## src/rtl/seq_hex_calculator_pkg.sv

```systemverilog
// Shared types and constants for the sequential hex calculator.
// Op 3 is MUL when CALC_MUL_EN is defined, otherwise OR.
package calc_pkg;

  typedef enum logic [1:0] {
    OP_ADD = 2'd0,
    OP_SUB = 2'd1,
    OP_AND = 2'd2,
`ifdef CALC_MUL_EN
    OP_MUL = 2'd3
`else
    OP_OR  = 2'd3
`endif
  } op_e;

  typedef enum logic [1:0] {
    S_A   = 2'd0,
    S_B   = 2'd1,
    S_RES = 2'd2
  } state_e;

  localparam logic [6:0] SEG_ZERO = 7'h40;

  // Active-low segments, bit0=a .. bit6=g; entry 0 is the lowest slice.
  localparam logic [15:0][6:0] SEG_LUT = {
    7'h0E, 7'h06, 7'h21, 7'h46, 7'h03, 7'h08, 7'h10, 7'h00,
    7'h78, 7'h02, 7'h12, 7'h19, 7'h30, 7'h24, 7'h79, 7'h40
  };

endpackage

```

## src/rtl/seq_hex_calculator_seg7_hex_decoder.sv

```systemverilog
// One hex nibble to active-low seven-segment pattern; purely combinational, no flow control.
module seg7_hex_decoder
  import calc_pkg::*;
(
  input  logic [3:0] nibble,
  output logic [6:0] seg
);

  assign seg = SEG_LUT[nibble];

endmodule

```

## src/rtl/seq_hex_calculator.sv

```systemverilog
// Sequential A/op/B calculator with chaining and registered hex display (one cycle display lag).
// Buttons are synchronised (enter acts 3 edges after first sample); optional MUL via CALC_MUL_EN.
module seq_hex_calculator
  import calc_pkg::*;
#(
  parameter int WIDTH    = 8,
  parameter int N_DIGITS = 4
) (
  input  logic                  clk,
  input  logic                  reset,
  input  logic [WIDTH-1:0]      operand_i,
  input  logic [1:0]            op_i,
  input  logic                  enter_i,
  input  logic                  clear_i,
  output logic [N_DIGITS*7-1:0] hex_o,
  output logic [1:0]            state_o,
  output logic                  overflow_o
);

`ifdef CALC_MUL_EN
  localparam int RES_W = 2 * WIDTH;
`else
  localparam int RES_W = WIDTH + 1;
`endif
  localparam int DISP_W = N_DIGITS * 4;

  if (WIDTH < 2 || WIDTH > 16) begin : g_bad_width
    $error("seq_hex_calculator: WIDTH must be in 2..16");
  end
  if (DISP_W < RES_W) begin : g_bad_digits
    $error("seq_hex_calculator: N_DIGITS too small to show the full result");
  end

  logic enter_s1, enter_s2, enter_prev;
  logic clear_s1, clear_s2;
  logic enter_edge;

  state_e             state;
  logic [WIDTH-1:0]   reg_a;
  logic [RES_W-1:0]   result;
  logic               overflow;
  logic [N_DIGITS*7-1:0] hex_q;

  op_e                op_sel;
  logic [WIDTH:0]     sum;
  logic [WIDTH-1:0]   diff;
  logic [RES_W-1:0]   alu_res;
  logic               alu_ovf;
  logic [DISP_W-1:0]  disp;
  logic [N_DIGITS*7-1:0] seg_comb;

  assign enter_edge = enter_s2 & ~enter_prev;

  // Operand B never needs storing: it is folded into the result on the capture edge.
  assign op_sel = op_e'(op_i);
  assign sum    = {1'b0, reg_a} + {1'b0, operand_i};
  assign diff   = reg_a - operand_i;

`ifdef CALC_MUL_EN
  logic [2*WIDTH-1:0] prod;
  assign prod = reg_a * operand_i;
`endif

  always_comb begin
    alu_res = '0;
    alu_ovf = 1'b0;
    case (op_sel)
      OP_ADD: begin
        alu_res = RES_W'(sum);
        alu_ovf = sum[WIDTH];
      end
      OP_SUB: begin
        alu_res = RES_W'(diff);
        alu_ovf = (reg_a < operand_i);
      end
      OP_AND: alu_res = RES_W'(reg_a & operand_i);
`ifdef CALC_MUL_EN
      OP_MUL: begin
        alu_res = prod;
        alu_ovf = |prod[2*WIDTH-1:WIDTH];
      end
`else
      OP_OR:  alu_res = RES_W'(reg_a | operand_i);
`endif
      default: ;
    endcase
  end

  always_comb begin
    disp = '0;
    if (state == S_RES) disp = DISP_W'(result);
    else                disp = DISP_W'(operand_i);
  end

  for (genvar k = 0; k < N_DIGITS; k++) begin : g_digit
    seg7_hex_decoder u_dec (
      .nibble (disp[4*k +: 4]),
      .seg    (seg_comb[7*k +: 7])
    );
  end

  // Enter sync flops reset high so a button held through reset never looks like a press.
  always_ff @(posedge clk) begin
    if (reset) begin
      enter_s1   <= 1'b1;
      enter_s2   <= 1'b1;
      enter_prev <= 1'b1;
      clear_s1   <= 1'b0;
      clear_s2   <= 1'b0;
    end else begin
      enter_s1   <= enter_i;
      enter_s2   <= enter_s1;
      enter_prev <= enter_s2;
      clear_s1   <= clear_i;
      clear_s2   <= clear_s1;
    end
  end

  always_ff @(posedge clk) begin
    if (reset) begin
      state    <= S_A;
      reg_a    <= '0;
      result   <= '0;
      overflow <= 1'b0;
      hex_q    <= {N_DIGITS{SEG_ZERO}};
    end else begin
      hex_q <= seg_comb;
      if (clear_s2) begin
        state    <= S_A;
        reg_a    <= '0;
        result   <= '0;
        overflow <= 1'b0;
      end else begin
        case (state)
          S_A: if (enter_edge) begin
            reg_a <= operand_i;
            state <= S_B;
          end
          S_B: if (enter_edge) begin
            result   <= alu_res;
            overflow <= alu_ovf;
            state    <= S_RES;
          end
          S_RES: if (enter_edge) begin
            reg_a <= result[WIDTH-1:0];
            state <= S_B;
          end
          default: state <= S_A;
        endcase
      end
    end
  end

  assign hex_o      = hex_q;
  assign state_o    = state;
  assign overflow_o = overflow;

endmodule

```

## config.mk

```make
export PLATFORM = sky130hd
export DESIGN_NAME = seq_hex_calculator
export DESIGN_NICKNAME = d
export VERILOG_FILES = /design/src/rtl/seq_hex_calculator_pkg.sv /design/src/rtl/seq_hex_calculator_seg7_hex_decoder.sv /design/src/rtl/seq_hex_calculator.sv
export SDC_FILE = /design/constraint.sdc
export NUM_CORES = 1
export LEC_CHECK = 0
export ABC_AREA = 1
export CAP_MARGIN = 15
export CORE_MARGIN = 2
export CORE_UTILIZATION = 40
export DETAILED_ROUTE_END_ITERATION = 12
export DONT_BUFFER_PORTS = 1
export GPL_TIMING_DRIVEN = 0
export MAX_ROUTING_LAYER = met4
export PLACE_DENSITY = 0.56
export RECOVER_POWER = 100
export SLEW_MARGIN = 15
export SYNTH_ARGS = -nofsm -noshare
export SYNTH_HDL_FRONTEND = slang
export SYNTH_HIERARCHICAL = 1
export SYNTH_SLANG_ARGS = --single-unit
export TNS_END_PERCENT = 100
```

## constraint.sdc

```tcl
create_clock -name clk -period 1.7 [get_ports clk]
set_clock_uncertainty 0.1 [all_clocks]
set_input_delay 0.255 -clock clk [delete_from_list [all_inputs] [get_ports clk]]
set_output_delay 0.255 -clock clk [all_outputs]
set_load 0.1 [all_outputs]
```

---- After elaboration in Yosys (flattened, before gate mapping) ----
Memories as Yosys holds them, arrays and structs flattened. A register that Yosys moved wholly into a read port is not among the register bits.
Cells that the tools add are included.
cells by class
  muxes and demuxes ....................... 9
  multiply operators ...................... 0
  eq/ne operators ......................... 9
  reductions and logical operators ........ 8
  div/mod/pow operators ................... 0
  shifts and indexed selects .............. 0
  add/sub/neg operators ................... 2
  bitwise gates (word level) .............. 4
  order comparisons ....................... 1
operator list
  operator                                                count
  one-hot mux 9 bit (4 select lines)                      1
  two-way mux 8 bit                                       2
  one-hot mux 8 bit (2 select lines)                      1
  adder 8 x 8 -> 9 bit                                    1
  two-way mux 9 bit                                       1
  bitwise AND 8 bit                                       1
  < comparator 8 bit                                      1
  bitwise OR 8 bit                                        1
  subtractor 8 bit                                        1
  equality test 2 bit (second input constant)             3
  inequality test 2 bit (second input constant)           3
  equality test 2 x 1 -> 1 bit (second input constant)    2
  logical NOT 2 bit                                       2
  two-way mux 2 bit                                       2
  one-hot mux 2 bit (2 select lines)                      1
  AND reduction 2 bit                                     2
  OR reduction 2 bit                                      2
  AND reduction 3 bit                                     1
  inequality test 2 x 1 -> 1 bit (second input constant)  1
  one-hot mux 1 bit (2 select lines)                      1
  nonzero test 2 bit                                      1
  bitwise AND 1 bit                                       1
  NOT 1 bit                                               1
word-level totals
  flip-flop bits (word level) ............. 25
  input port bits ......................... 14
  word-level logic and storage cells ...... 46
  latch bits .............................. 0
  output and inout bits ................... 31
  memory bits (read-only) ................. 448
  memories ................................ 4
  memory bits (writable) .................. 0
memories
  memory            depth  width  read ports  clocked after memory_dff  wr ports  line                                      source
  (name not given)  16     7      1           1                         0         seq_hex_calculator_seg7_hex_decoder.sv:9  assign seg = SEG_LUT[nibble];
  (name not given)  16     7      1           1                         0         seq_hex_calculator_seg7_hex_decoder.sv:9
  (name not given)  16     7      1           1                         0         seq_hex_calculator_seg7_hex_decoder.sv:9
  (name not given)  16     7      1           1                         0         seq_hex_calculator_seg7_hex_decoder.sv:9

---- Logic depth before layout (Yosys ltp) ----
  depth in word-level cells ............... 4
  gate-level depth with buffers ........... 14
  gate-level depth less buffers ........... 13

---- Modules after synthesis ----
Netlist, hierarchy kept.
modules (own cells, without submodules)
  module                                    seq. area each (sq um)  cells an instance  times used  area an instance (sq um)
  seq_hex_calculator                        1061.0                  387                1           2967.8
  seg7_hex_decoder at g_digit[2].u_dec ...  0.0                     49                 2           274.0
  seg7_hex_decoder at g_digit[0].u_dec      0.0                     52                 1           280.3
  seg7_hex_decoder at g_digit[1].u_dec      0.0                     51                 1           275.3

---- Worst setup path after synthesis ----
No wires, ideal clock.
  kind .................................... register to register
  start ................................... register state[1], in the netlist state_o[1]
  end ..................................... register hex_q[6], in the netlist hex_o[6]
  arrival time ............................ 2.429 ns
  setup slack ............................. -0.953 ns
  clock period less this slack ............ 2.653 ns
  required time ........................... 1.477 ns
  cell stages (with the launch flop) ...... 11
  setup time .............................. 0.123 ns
  path through ............................ dfxtp_1 -> inv_2 -> nor2_8 -> buf_12 -> nand2_2 -> o21ai_2 -> inv_1 -> ha_1 -> nand3_1 -> nand2_1 -> or2_2
between the ends
  word-level cells in the longest chain between the ends .. 2
RTL lines
  element                 line                       source
  start, declared         seq_hex_calculator.sv:38   state_e state;
  start signal, assigned  seq_hex_calculator.sv:121  state <= S_A;
  start signal, assigned  seq_hex_calculator.sv:129  state <= S_A;
  start signal, assigned  seq_hex_calculator.sv:137  state <= S_B;
  equality test 2 bit     seq_hex_calculator.sv:91   if (state == S_RES) disp = DISP_W'(result);
  two-way mux 9 bit       seq_hex_calculator.sv:91
  via disp[0]             seq_hex_calculator.sv:49   logic [DISP_W-1:0] disp;
  end, declared           seq_hex_calculator.sv:42   logic [N_DIGITS*7-1:0] hex_q;
The timed path passes the listed nets, and every way through them passes these cells.
A chain may end at the register's enable or synchronous reset.

---- Worst setup path after layout ----
  start ................................... register state[1], in the netlist state_o[1]
  end ..................................... register hex_q[8], in the netlist hex_o[8]
The elaborated chain is that of the path after synthesis.

==> reports/metrics.cfg <==
[finish]
finalInstanceArea_sq_mm=0.00543
drive_above_1_share=0.339
diodes=0
filler_cell_count=986
final_net_count=732
multi_input_area_sq_mm=0.00307
regArea_sq_mm=0.00108
area_growth_pct=33.4

[timing]
finalCritPeriodShare=1.19
period_needed_ns=2.03
hold_ws_ns=0.0654
fin_ws_ns=-0.330
setup_viol_count_final=20
slew-limit-headroom=0.362
rsz0062_at_grt=true
max_freq_mhz=493
slew_violations=0
final_hold_viol_count=0
tightest_slew_ns=0.956

[clocking]
cts-root-buf=clkbuf_8
clock_path_buffers=2
tritoncts=yes
htree_num_levels=2
cts_made_buffers=5
cts.clk_slew.worst_paths_ns=0.09
insertion_delay_ns=0.30
cts_sinks=53

[synthesis]
synth.cell_area_sq_mm=0.00407
ys_ff_latch=53
synth-edff-count=0
ys_warn_count=6
async_flop_share=0
ys.flop_type=dfxtp_1
syn_avg_cell_area_sq_um=6.92
synthCells=588
ys_seq_area_frac=0.261
ys_types=42

[global_route]
grt_max_degree=17
grt_pass1_vias=3493
grt_pass1_wl_mm=16.5
antenna_found_initial=0
track_usage=0.185
grt-ovfl-total=0

[route]
vias_per_cell=4.66
drtAntennaViolNets=0
dr.pass1.iters=5
routedWlPerCell_um=12.8
drtIter0Drc=176
num_vias=3706
remaining_drc_errors=0
wl_mm=10.2

[critical_path]
cp-end-kind=register
cp-endpoint=hex_o[8]$_SDFF_PP0_
crit_start=state_o[1]$_SDFFE_PP0P_
cp-start-kind=register
r2r_cells=12
cp_max_fo=5
arrival_ns=2.11
rr_endpoint=hex_o[8]$_SDFF_PP0_
r2r_start=state_o[1]$_SDFFE_PP0P_
r2r_slack_ns=-0.33
cp.required_ns=1.78
critPathKind=reg2reg

[floorplan]
core_sq_mm=0.00982
start_util=0.415
die_h_um=105
io_pins=45
die_w_um=105
rows=36
die-area_sq_mm=0.0110

[placed_design]
hpwl_mm=7.15
port_buffers=0
gp_congestion=0.906
pre_cts_slack_ns=-0.533
place_area_sq_mm=0.00443

[status]
status=finished with violations
violations=setup timing

[pwr]
power.density_mw_per_mm2=602
peakVddDrop_v=0.000493
total_power_mw=3.27
leakage_nw=2.62

[hold_path]
worstHoldPathCells=3
worstHoldPathType=in2reg

[job]
drv_cap=0

[Yosys cell counts (2+ instances only)]
cell type	number	area [sq um]
nand2_1	138	518
buf_2	9	45.0
a31oi_1	3	18.8
inv_2	9	33.8
dfxtp_1	53	1060
a21oi_2	2	17.5
buf_4	2	15.0
inv_1	96	360
o21ai_2	10	87.6
o21ai_0	9	45.0
nand4_1	2	12.5
nand2_2	9	56.3
nor2_2	2	12.5
xor2_1	2	17.5
nor2_1	49	184
or2_2	8	50.1
a211oi_2	8	100
nor3_1	2	10.0
nand3_1	61	305
clkbuf_1	3	11.3
buf_6	5	56.3
o21ai_1	14	70.1
nor2_4	3	33.8
fa_1	2	40.0
o22ai_1	4	25.0
ha_1	54	676
a21oi_1	14	70.1
[critical path, stage by stage, from the launching register on]
cell and delay [ns]:
dfxtp_4 0.59, inv_4 0.08, nor2_8 0.17, buf_12 0.15, nand2_4 0.05, o21ai_4 0.09, inv_4 0.09, ha_4 0.25
buf_4 0.12, nand3_1 0.07, nand2_1 0.06, inv_1 0.05, nor2_1 0.03
[registers in the layout (all words and copies together), names as in the netlist]
| signal | count |
|---|---|
| enter_prev | 1 |
| clear_s2 | 1 |
| clear_s1 | 1 |
| enter_s2 | 1 |
| result | 9 |
| overflow_o | 1 |
| enter_s1 | 1 |
| state_o | 2 |
| hex_o | 28 |
| reg_a | 8 |
[area by class of cell]
cell class,instances,share of cell area
multi-input combinational,431,0.565
sequential,53,0.199
inverter,106,0.0797
timing repair buffer,48,0.0765
tap,133,0.0306
buffer,17,0.0263
clock buffer,6,0.0152
clock inverter,2,0.00691
[routing by layer]
metal  routed length (um)  GRT usage  up-vias
met5                    0          -        -
met4                   71     0.0295        0
met3                  247     0.0218        8
met2                 5100      0.315       58
met1                 4770      0.241     1691
li1                     -          -     1949
[how the worst min path moves through the flow]
stage	startpoint	end	slack, ns
after floorplan	enter_i	enter_s1$_SDFF_PP1_	0.26
after global routing	op_i[0]	result[0]$_SDFFE_PP0P_	0.06
after detailed placement	enter_i	enter_s1$_SDFF_PP1_	0.26
final	op_i[0]	result[0]$_SDFFE_PP0P_	0.07
after global placement	enter_i	enter_s1$_SDFF_PP1_	0.26
after CTS	op_i[0]	result[0]$_SDFFE_PP0P_	0.05
[through the flow]
step                      cells  TNS (ns)  utilization
after floorplan             610     -3.54            -
after global placement      743     -7.43        0.451
after detailed placement    743     -7.54        0.451
after CTS                   785     -3.32        0.524
after global routing        796     -6.47        0.553
final                       796     -4.08        0.553
[power by group]
group / total, mW / switching (mW) / internal [mW]
clock network: 0.898 / 0.419 / 0.479
logic: 0.755 / 0.435 / 0.321
registers: 1.62 / 0.329 / 1.29
[layout by cell type (no fill, tap or decap), drive strengths merged, types with 16 or more instances in the layout]
cell and instances:
nand2 148, inv 105, nand3 61, buf 59, nor2 55, ha 54
dfxtp 53, o21ai 33, conb 23, a21oi 16
[cells by family (layout without fill, tap and decap cells)]
| kind of cell | Yosys count | after routing | share of synthesized area |
|---|---|---|---|
| adders and majority gates | 56 | 56 | 0.176 |
| AOI/OAI and AO/OA | 69 | 69 | 0.116 |
| DFF | 53 | 53 | 0.261 |
| and+or+nand+nor | 280 | 280 | 0.305 |
| xor gates and xnor gates | 3 | 3 | 0.00645 |
| other | 1 | 23 | 0.000921 |
| buffers and inverters | 126 | 179 | 0.135 |
[what timing repair did]
action / CTS / global route
setup endpoints to repair: 30 / 30
gates resized for setup: 88 / 55
hold buffers: 2 / 0
setup buffers: 32 / 14
gates cloned: 1 / 0
endpoints found under the hold margin: 2 / 0
pin swaps: 27 / 28
Note: power is estimated with default switching activity, not from simulation.
